`src/rtl/maxpool2x2_stage_if.sv`:
```
// ============================================================================
// Module   : maxpool2x2_stage_if
// Purpose  : Activation-RAM read/write port bundle used by maxpool2x2_stage.
// Revision : 1.0 - initial release
// ============================================================================
`default_nettype none

interface maxpool2x2_stage_if;
  logic [15:0] ram_addr_r;
  logic        ram_en_r;
  logic [7:0]  ram_data_r;
  logic [15:0] ram_addr_w;
  logic [7:0]  ram_data_w;
  logic        ram_en;
  logic        ram_wea;

  modport master (
    output ram_addr_r, ram_en_r, ram_addr_w, ram_data_w, ram_en, ram_wea,
    input  ram_data_r
  );

  modport slave (
    input  ram_addr_r, ram_en_r, ram_addr_w, ram_data_w, ram_en, ram_wea,
    output ram_data_r
  );
endinterface

`default_nettype wire

```
`src/rtl/maxpool2x2_stage.sv`:
```
// ============================================================================
// Module   : maxpool2x2_stage
// Purpose  : Signed int8 2x2/stride-2 max-pool, RAM to RAM, 6 cycles/output.
//            Optional clamp to RELU_ZP when MP_RELU_EN is defined.
// Revision : 1.0 - initial release
// ============================================================================
`default_nettype none

module maxpool2x2_stage #(
  parameter int                 IFMAP_W  = 20,
  parameter int                 IFMAP_H  = 20,
  parameter int                 CHANNELS = 16,
  parameter logic [15:0]        SRC_BASE = 16'h1000,
  parameter logic [15:0]        DST_BASE = 16'h0000,
  parameter logic signed [7:0]  RELU_ZP  = 8'sd0
) (
  input  logic                    clk,
  input  logic                    rst_n,
  input  logic                    start_mp,
  output logic                    end_mp,
  output logic                    busy,
  maxpool2x2_stage_if.master      ram
);

  localparam logic [15:0] C_COL_LAST = 16'(IFMAP_W / 2 - 1);
  localparam logic [15:0] C_ROW_LAST = 16'(IFMAP_H / 2 - 1);
  localparam logic [15:0] C_CH_LAST  = 16'(CHANNELS - 1);
  localparam logic [15:0] C_ROW_STEP = 16'(IFMAP_W);
  localparam logic [15:0] C_ROW_SKIP = 16'(IFMAP_W + 2);

  typedef enum logic [2:0] {
    S_IDLE = 3'd0,
    S_RD0  = 3'd1,
    S_RD1  = 3'd2,
    S_RD2  = 3'd3,
    S_RD3  = 3'd4,
    S_LAST = 3'd5,
    S_WR   = 3'd6,
    S_DONE = 3'd7
  } state_t;

  state_t             r_state;
  state_t             w_next;
  logic [15:0]        r_src;
  logic [15:0]        r_dst;
  logic [15:0]        r_col;
  logic [15:0]        r_row;
  logic [15:0]        r_ch;
  logic signed [7:0]  r_max;
  logic signed [7:0]  w_din;
  logic signed [7:0]  w_wr_data;
  logic               w_last_col;
  logic               w_last_row;
  logic               w_last_out;

  assign w_din      = ram.ram_data_r;
  assign w_last_col = (r_col == C_COL_LAST);
  assign w_last_row = (r_row == C_ROW_LAST);
  assign w_last_out = w_last_col && w_last_row && (r_ch == C_CH_LAST);

`ifdef MP_RELU_EN
  assign w_wr_data = (r_max < RELU_ZP) ? RELU_ZP : r_max;
`else
  assign w_wr_data = r_max;
`endif

  always_ff @(posedge clk or negedge rst_n) begin
    if (!rst_n) begin
      r_state <= S_IDLE;
    end else begin
      r_state <= w_next;
    end
  end

  // r_src points at the top-left pixel of the current window.
  always_comb begin
    w_next          = r_state;
    end_mp          = 1'b0;
    busy            = 1'b0;
    ram.ram_en_r    = 1'b0;
    ram.ram_addr_r  = 16'd0;
    ram.ram_en      = 1'b0;
    ram.ram_wea     = 1'b0;
    ram.ram_addr_w  = 16'd0;
    ram.ram_data_w  = 8'd0;
    case (r_state)
      S_IDLE: begin
        if (start_mp) w_next = S_RD0;
      end
      S_RD0: begin
        busy           = 1'b1;
        ram.ram_en_r   = 1'b1;
        ram.ram_addr_r = r_src;
        w_next         = S_RD1;
      end
      S_RD1: begin
        busy           = 1'b1;
        ram.ram_en_r   = 1'b1;
        ram.ram_addr_r = r_src + 16'd1;
        w_next         = S_RD2;
      end
      S_RD2: begin
        busy           = 1'b1;
        ram.ram_en_r   = 1'b1;
        ram.ram_addr_r = r_src + C_ROW_STEP;
        w_next         = S_RD3;
      end
      S_RD3: begin
        busy           = 1'b1;
        ram.ram_en_r   = 1'b1;
        ram.ram_addr_r = r_src + C_ROW_STEP + 16'd1;
        w_next         = S_LAST;
      end
      S_LAST: begin
        busy   = 1'b1;
        w_next = S_WR;
      end
      S_WR: begin
        busy           = 1'b1;
        ram.ram_en     = 1'b1;
        ram.ram_wea    = 1'b1;
        ram.ram_addr_w = r_dst;
        ram.ram_data_w = w_wr_data;
        w_next         = w_last_out ? S_DONE : S_RD0;
      end
      S_DONE: begin
        end_mp = 1'b1;
        w_next = S_IDLE;
      end
      default: w_next = S_IDLE;
    endcase
  end

  // Channels are contiguous, so skipping the odd row also lands on the next channel.
  always_ff @(posedge clk or negedge rst_n) begin
    if (!rst_n) begin
      r_src <= 16'd0;
      r_dst <= 16'd0;
      r_col <= 16'd0;
      r_row <= 16'd0;
      r_ch  <= 16'd0;
      r_max <= 8'sd0;
    end else begin
      case (r_state)
        S_IDLE: begin
          if (start_mp) begin
            r_src <= SRC_BASE;
            r_dst <= DST_BASE;
            r_col <= 16'd0;
            r_row <= 16'd0;
            r_ch  <= 16'd0;
          end
        end
        S_RD1: r_max <= w_din;
        S_RD2, S_RD3, S_LAST: begin
          if (w_din > r_max) r_max <= w_din;
        end
        S_WR: begin
          r_dst <= r_dst + 16'd1;
          if (w_last_col) begin
            r_col <= 16'd0;
            r_src <= r_src + C_ROW_SKIP;
            if (w_last_row) begin
              r_row <= 16'd0;
              r_ch  <= r_ch + 16'd1;
            end else begin
              r_row <= r_row + 16'd1;
            end
          end else begin
            r_col <= r_col + 16'd1;
            r_src <= r_src + 16'd2;
          end
        end
        default: ;
      endcase
    end
  end

endmodule

`default_nettype wire
```
`src/flat_wrapper.sv`:
```
// flat-port wrapper written by rule: the top's interface ports become plain ports
module maxpool2x2_stage_flat 
#(
  parameter int                 IFMAP_W  = 20,
  parameter int                 IFMAP_H  = 20,
  parameter int                 CHANNELS = 16,
  parameter logic [15:0]        SRC_BASE = 16'h1000,
  parameter logic [15:0]        DST_BASE = 16'h0000,
  parameter logic signed [7:0]  RELU_ZP  = 8'sd0
)
  (clk, rst_n, start_mp, end_mp, busy, ram_ram_addr_r, ram_ram_en_r, ram_ram_addr_w, ram_ram_data_w, ram_ram_en, ram_ram_wea, ram_ram_data_r);
  maxpool2x2_stage_if ram_i ();
  input  logic clk;
  input  logic rst_n;
  input  logic start_mp;
  output logic end_mp;
  output logic busy;
  output wire logic [$bits(ram_i.ram_addr_r)-1:0] ram_ram_addr_r;
  output wire logic [$bits(ram_i.ram_en_r)-1:0] ram_ram_en_r;
  output wire logic [$bits(ram_i.ram_addr_w)-1:0] ram_ram_addr_w;
  output wire logic [$bits(ram_i.ram_data_w)-1:0] ram_ram_data_w;
  output wire logic [$bits(ram_i.ram_en)-1:0] ram_ram_en;
  output wire logic [$bits(ram_i.ram_wea)-1:0] ram_ram_wea;
  input wire logic [$bits(ram_i.ram_data_r)-1:0] ram_ram_data_r;
  assign ram_ram_addr_r = ram_i.ram_addr_r;
  assign ram_ram_en_r = ram_i.ram_en_r;
  assign ram_ram_addr_w = ram_i.ram_addr_w;
  assign ram_ram_data_w = ram_i.ram_data_w;
  assign ram_ram_en = ram_i.ram_en;
  assign ram_ram_wea = ram_i.ram_wea;
  assign ram_i.ram_data_r = ram_ram_data_r;
  maxpool2x2_stage #(.IFMAP_W(IFMAP_W), .IFMAP_H(IFMAP_H), .CHANNELS(CHANNELS), .SRC_BASE(SRC_BASE), .DST_BASE(DST_BASE), .RELU_ZP(RELU_ZP)) u_core (.clk(clk), .rst_n(rst_n), .start_mp(start_mp), .end_mp(end_mp), .busy(busy), .ram(ram_i));
endmodule
```
`config.mk`:
```
export PLATFORM = sky130hd
export DESIGN_NAME = maxpool2x2_stage_flat
export DESIGN_NICKNAME = d
export VERILOG_FILES = /design/src/rtl/maxpool2x2_stage_if.sv /design/src/rtl/maxpool2x2_stage.sv /design/src/flat_wrapper.sv
export SDC_FILE = /design/constraint.sdc
export NUM_CORES = 1
export LEC_CHECK = 0
export BUFFER_PORTS_ARGS = -buffer_cell sky130_fd_sc_hd__buf_2
export CORE_MARGIN = 4
export CORE_UTILIZATION = 45
export DETAILED_ROUTE_END_ITERATION = 12
export PLACE_DENSITY = 0.66
export SLEW_MARGIN = 20
export SYNTH_ARGS = -nofsm -noshare
export SYNTH_HDL_FRONTEND = slang
export SYNTH_SLANG_ARGS = --single-unit
export TNS_END_PERCENT = 50
```
`constraint.sdc`:
```
create_clock -name clk -period 6 [get_ports clk]
set_input_delay 1.2 -clock clk [delete_from_list [all_inputs] [get_ports clk]]
set_output_delay 1.2 -clock clk [all_outputs]
set_load 0.005 [all_outputs]
```
Word-level counts from Yosys, hierarchy flattened
Index checks and enable logic that the tools add are counted.
Storage, ports and cells
  bits in registers: 91
  output and inout port bits: 45
  input bits: 11
  logic and storage cells: 68
Cells by class
  magnitude comparators: 1
  reductions and logical operators: 12
  add/subtract/negate cells: 9
  eq/ne operators: 14
  multiplexer cells: 25
Operator list (count)
  16-bit one-hot mux with 2 select lines: 5
  16-bit 2-to-1 mux: 9
  16-bit by 1-bit adder with 16-bit output (second input constant): 6
  16-bit one-hot mux with 4 select lines: 1
  16-bit by 4-bit equality test with 1-bit output (second input constant): 3
  16-bit by 5-bit adder with 16-bit output (second input constant): 2
  3-bit one-hot mux with 8 select lines: 1
  16-bit by 2-bit adder with 16-bit output (second input constant): 1
  8-bit 2-to-1 mux: 2
  8-bit one-hot mux with 2 select lines: 1
  3-bit equality test (second input constant): 4
  8-bit > comparator: 1
  3-bit by 2-bit equality test with 1-bit output (second input constant): 2
  3-bit 2-to-1 mux: 2
  2-bit by 1-bit != test with 1-bit output (second input constant): 3
  6-bit OR reduction: 1
  1-bit 2-to-1 mux: 4
  2-bit AND reduction: 2
  4-bit AND reduction: 1
  2-bit nonzero test: 2
  4-bit OR reduction: 1
  3-bit by 1-bit equality test with 1-bit output (second input constant): 1
  3-bit zero test: 1
  3-bit AND reduction: 1
  other kinds (3): 4

Longest topological paths before layout
  depth in word-level cells: 5
  mapped depth: 11
  mapped depth without buffers: 11

Worst setup path before layout
Ideal clock, no wire load.
  path kind: register to output
  start point: reg u_core.r_src[4]
  end point: out ram_ram_addr_r[13]
  arrival: 1.860 ns
  data required time: 4.800 ns
  path slack: 2.940 ns
  stages on the path, launching flop included: 8
  path buffers: 2
  cell sequence: dfrtp_1 -> buf_2 -> a21oi_2 -> or4b_1 -> buf_2 -> or3_1 -> xor2_1 -> o22ai_1
Between the ends
  word-level cells in the longest chain between the ends: 3
  elaborated cells on any way between the ends: 4
  classes of those cells: add/sub: 3; mux: 1
RTL lines
  start: declaration: RTL line maxpool2x2_stage.sv:44  | logic [15:0] r_src;
  start signal: assignment: RTL line maxpool2x2_stage.sv:162  | r_src <= r_src + C_ROW_SKIP;
  start signal: assignment: RTL line maxpool2x2_stage.sv:171  | r_src <= r_src + 16'd2;
  16-bit by 5-bit adder with 16-bit output: RTL line maxpool2x2_stage.sv:105, maxpool2x2_stage.sv:111
  16-bit by 1-bit adder with 16-bit output: RTL line maxpool2x2_stage.sv:111  | ram.ram_addr_r = r_src + C_ROW_STEP + 16'd1;
  16-bit one-hot mux with 4 select lines *: RTL line maxpool2x2_stage.sv:86  | case (r_state)
  end: declaration: RTL line flat_wrapper.sv:18  | output wire logic [$bits(ram_i.ram_addr_r)-1:0] ram_ram_addr_r;
Mark *: on every way between the ends. The rest lies on a longest branch, timed or not.

Final worst setup path
  start point: reg u_core.r_state[0]
  end point: out ram_ram_addr_r[8]
Between the ends
  word-level cells in the longest chain between the ends: 2
  elaborated cells on any way between the ends: 5
  classes of those cells: eq/ne: 4; mux: 1
RTL lines
  start: declaration: RTL line maxpool2x2_stage.sv:42  | state_t r_state;
  start signal: assignment: RTL line maxpool2x2_stage.sv:71  | r_state <= w_next;
  3-bit equality test, or another cell as far along: RTL line maxpool2x2_stage.sv:86
  16-bit one-hot mux with 4 select lines *: RTL line maxpool2x2_stage.sv:86
Marks and branches as above.

==> results.toml <==
[pwr]
ir_worst_vdd_mv = 0.151
power_density_nw_per_um2 = 301
p_leak_nw = 2.82

[yosys]
yosysMostFrequentCell = "dfrtp_1"
synth-edff-count = 0
ys.flop_type = "dfrtp_1"
synth_cell_types = 67
syn_area_um2 = 5950
async_flop_share_pct = 100
ys_warn_count = 0
synth_commonest_cells = "dfrtp_1 (90), nand2_1 (66), o21ai_0 (50)"
synth_top_area_share_pct = 37.9
ys_seq_elements = 90
synth_area_per_cell_um2 = 8.70
syn_inst = 684
yosys.area.top_type = "dfrtp_1"
ys_seq_area_share_pct = 37.9
yosys-top-cells-area = "dfrtp_1 (38%), o21ai_0 (4.2%), nand2_1 (4.2%)"
syn-num-nets = 713

[worst_setup_path]
critical_path_arrival_ns = 2.65
ff2ff_path_depth = 8
worstPathRequired_ns = 4.80
crit_type = "reg -> out"
ff2ff_setup_slack_ns = 3.06
crit_chain = "inv_1 > nor2_1 > a22oi_1 > o22ai_1 > buf_2"
cp_slowest_stage_delay_ns = 0.79
cp-start-kind = "flip-flop"
r2r_end = "u_core.r_row[12]"
critPathMaxFanout = 20
r2r_start = "u_core.r_state[1]"
cp_slowest_cell = "dfrtp_1"
end_kind = "output port"

[placed_design]
portBuffers = 55
dpl.hpwl_mm = 9.78
gp_congestion = 0.939

[floorplan]
die_w_um = 123
start_util_pct = 46.6
die_h_um = 123
rows = 41
ios = 56
die_area_um2 = 15100
core_area_um2 = 12800

[cts]
cts_tree = "built"
cts-root-buf = "clkbuf_16"
post-cts-setup-buffers = 0
ctsHoldBuffers = 0
clock_sinks = 90
clk_latency_ns = 0.35
clock_path_buffers = 2
cts_buffers = 9
cts_max_level = 3
cts_resized = 0
cts.clk_slew.worst_paths_ns = 0.06

[detailed_routing]
vias = 5258
drc = 0
via_per_inst = 5.94
wl_per_cell_um = 16.3
wirelength_mm = 14.4
ant_nets = 0
drt_iter0_drc = 378
drt_pass1_iterations = 5

[sta]
tightest_slew_ns = 1.04
fin_worst_skew_ns = 0.00458
post-route-period-util_pct = 64.1
rsz0062_at_grt = "false"
clock.fmax_mhz = 260
whs_ns = 0.474
setup_viol = 0
final.min_clock_period_ns = 3.85
relSlewSlack_pct = 30.4
tns_ns = 0
maxSlewViolCount = 0
timing.final.hold_violations = 0

[grt]
grt-ovfl-total = 0
antenna_found_initial = 0
grt_use_total_pct = 19.8
grt_pass1_wl_mm = 24.3
grt_start_max_net_pins = 74
grt_pass1_vias = 5073

[hold_path]
min_to = "u_core.r_dst[15]"
hp-start = "u_core.r_dst[15]"
hold_path_class = "reg -> reg"
whs_path_depth = 1

[layout]
antennaDiodeCount = 0
fin_nets = 739
multi_input_area_um2 = 3380
drive_above_1_share_pct = 13.6
area_delta_synth_final_pct = 10.2
fill_cells = 1213
seq_area_um2 = 2250

[run_status]
outcome = "completed"

[flow_run]
drv_cap = 0
-- cell families after synthesis --
group,after synthesis,synth area share [%]
AND/OR/NAND/NOR,290,26.4
adder cells (fa/ha/maj),18,3.91
buffers and inverters,73,5.30
multiplexers,23,4.06
AO/OA/AOI/OAI,160,18.0
XOR/XNOR,30,4.42
flip-flops,90,37.9
-- power by group --
group / total, mW / switching [mW] / internal [mW]
Sequential: 0.778 / 0.106 / 0.672
Clock: 0.541 / 0.232 / 0.309
Combinational: 0.654 / 0.398 / 0.256
Total: 1.97 / 0.736 / 1.24
-- registers in the layout, summed over array words and instances (netlist names) --
register        cells
u_core.r_ch        16
u_core.r_col       16
u_core.r_dst       16
u_core.r_max        8
u_core.r_row       16
u_core.r_src       15
u_core.r_state      3
-- worst max path at each step --
| stage | startpoint | to | slack [ns] |
|---|---|---|---|
| global route | u_core.r_state[0] | ram_ram_addr_r[11] | 1.94 |
| floorplan | u_core.r_src[4] | ram_ram_addr_r[13] | 2.94 |
| detailed placement | u_core.r_state[0] | ram_ram_addr_r[8] | 2.57 |
| global placement | u_core.r_state[0] | ram_ram_addr_r[4] | 2.70 |
| CTS | u_core.r_state[0] | ram_ram_addr_r[8] | 2.19 |
| finish | u_core.r_state[0] | ram_ram_addr_r[8] | 2.15 |
-- metrics by stage --
| stage | power [mW] | utilization [%] | area, um^2 | cells | setup slack, ns |
|---|---|---|---|---|---|
| 6_report | 1.97 | 51.3 | 6550 | 885 | 2.15 |
| 5_1_grt | 2.10 | 51.3 | 6550 | 885 | 1.94 |
| 4_1_cts | 1.98 | 51.3 | 6550 | 885 | 2.19 |
| 3_5_place_dp | 1.44 | 49.1 | 6270 | 871 | 2.57 |
| 3_3_place_gp | 1.41 | 49.1 | 6270 | 871 | 2.70 |
| 2_1_floorplan | 1.25 | - | 5950 | 684 | 2.94 |
-- layout make-up --
class | count | area share (%)
clock buffer | 12 | 4.07
clock inverter | 2 | 0.191
inverter | 27 | 1.57
multi-input combinational | 521 | 51.6
sequential | 90 | 34.4
tap | 172 | 3.28
timing repair buffer | 61 | 4.93
-- cells in the final DEF (no fill, tap or decap), types with 22 or more instances in the layout --
| master | count |
|---|---|
| dfrtp_1 | 90 |
| nand2_1 | 66 |
| buf_2 | 54 |
| o21ai_0 | 50 |
| nor2_1 | 45 |
| nand3_1 | 35 |
| inv_1 | 26 |
| nand4_1 | 23 |
| and2_1 | 22 |
-- metal layers --
metal	track usage (%)	vias up	share of wire, %
met5	0	-	0
met4	8.72	0	2.5
met3	2.88	21	3.5
met2	33.0	111	48
met1	25.5	2572	46
li1	-	2554	-
-- critical path: cells and delay by family, from the launching register on --
family	cells	cell delay, ns
flops	1	0.79
simple gates	1	0.58
buf+inv	2	0.52
compound gates	2	0.40
(Power assumes the default switching activity.)
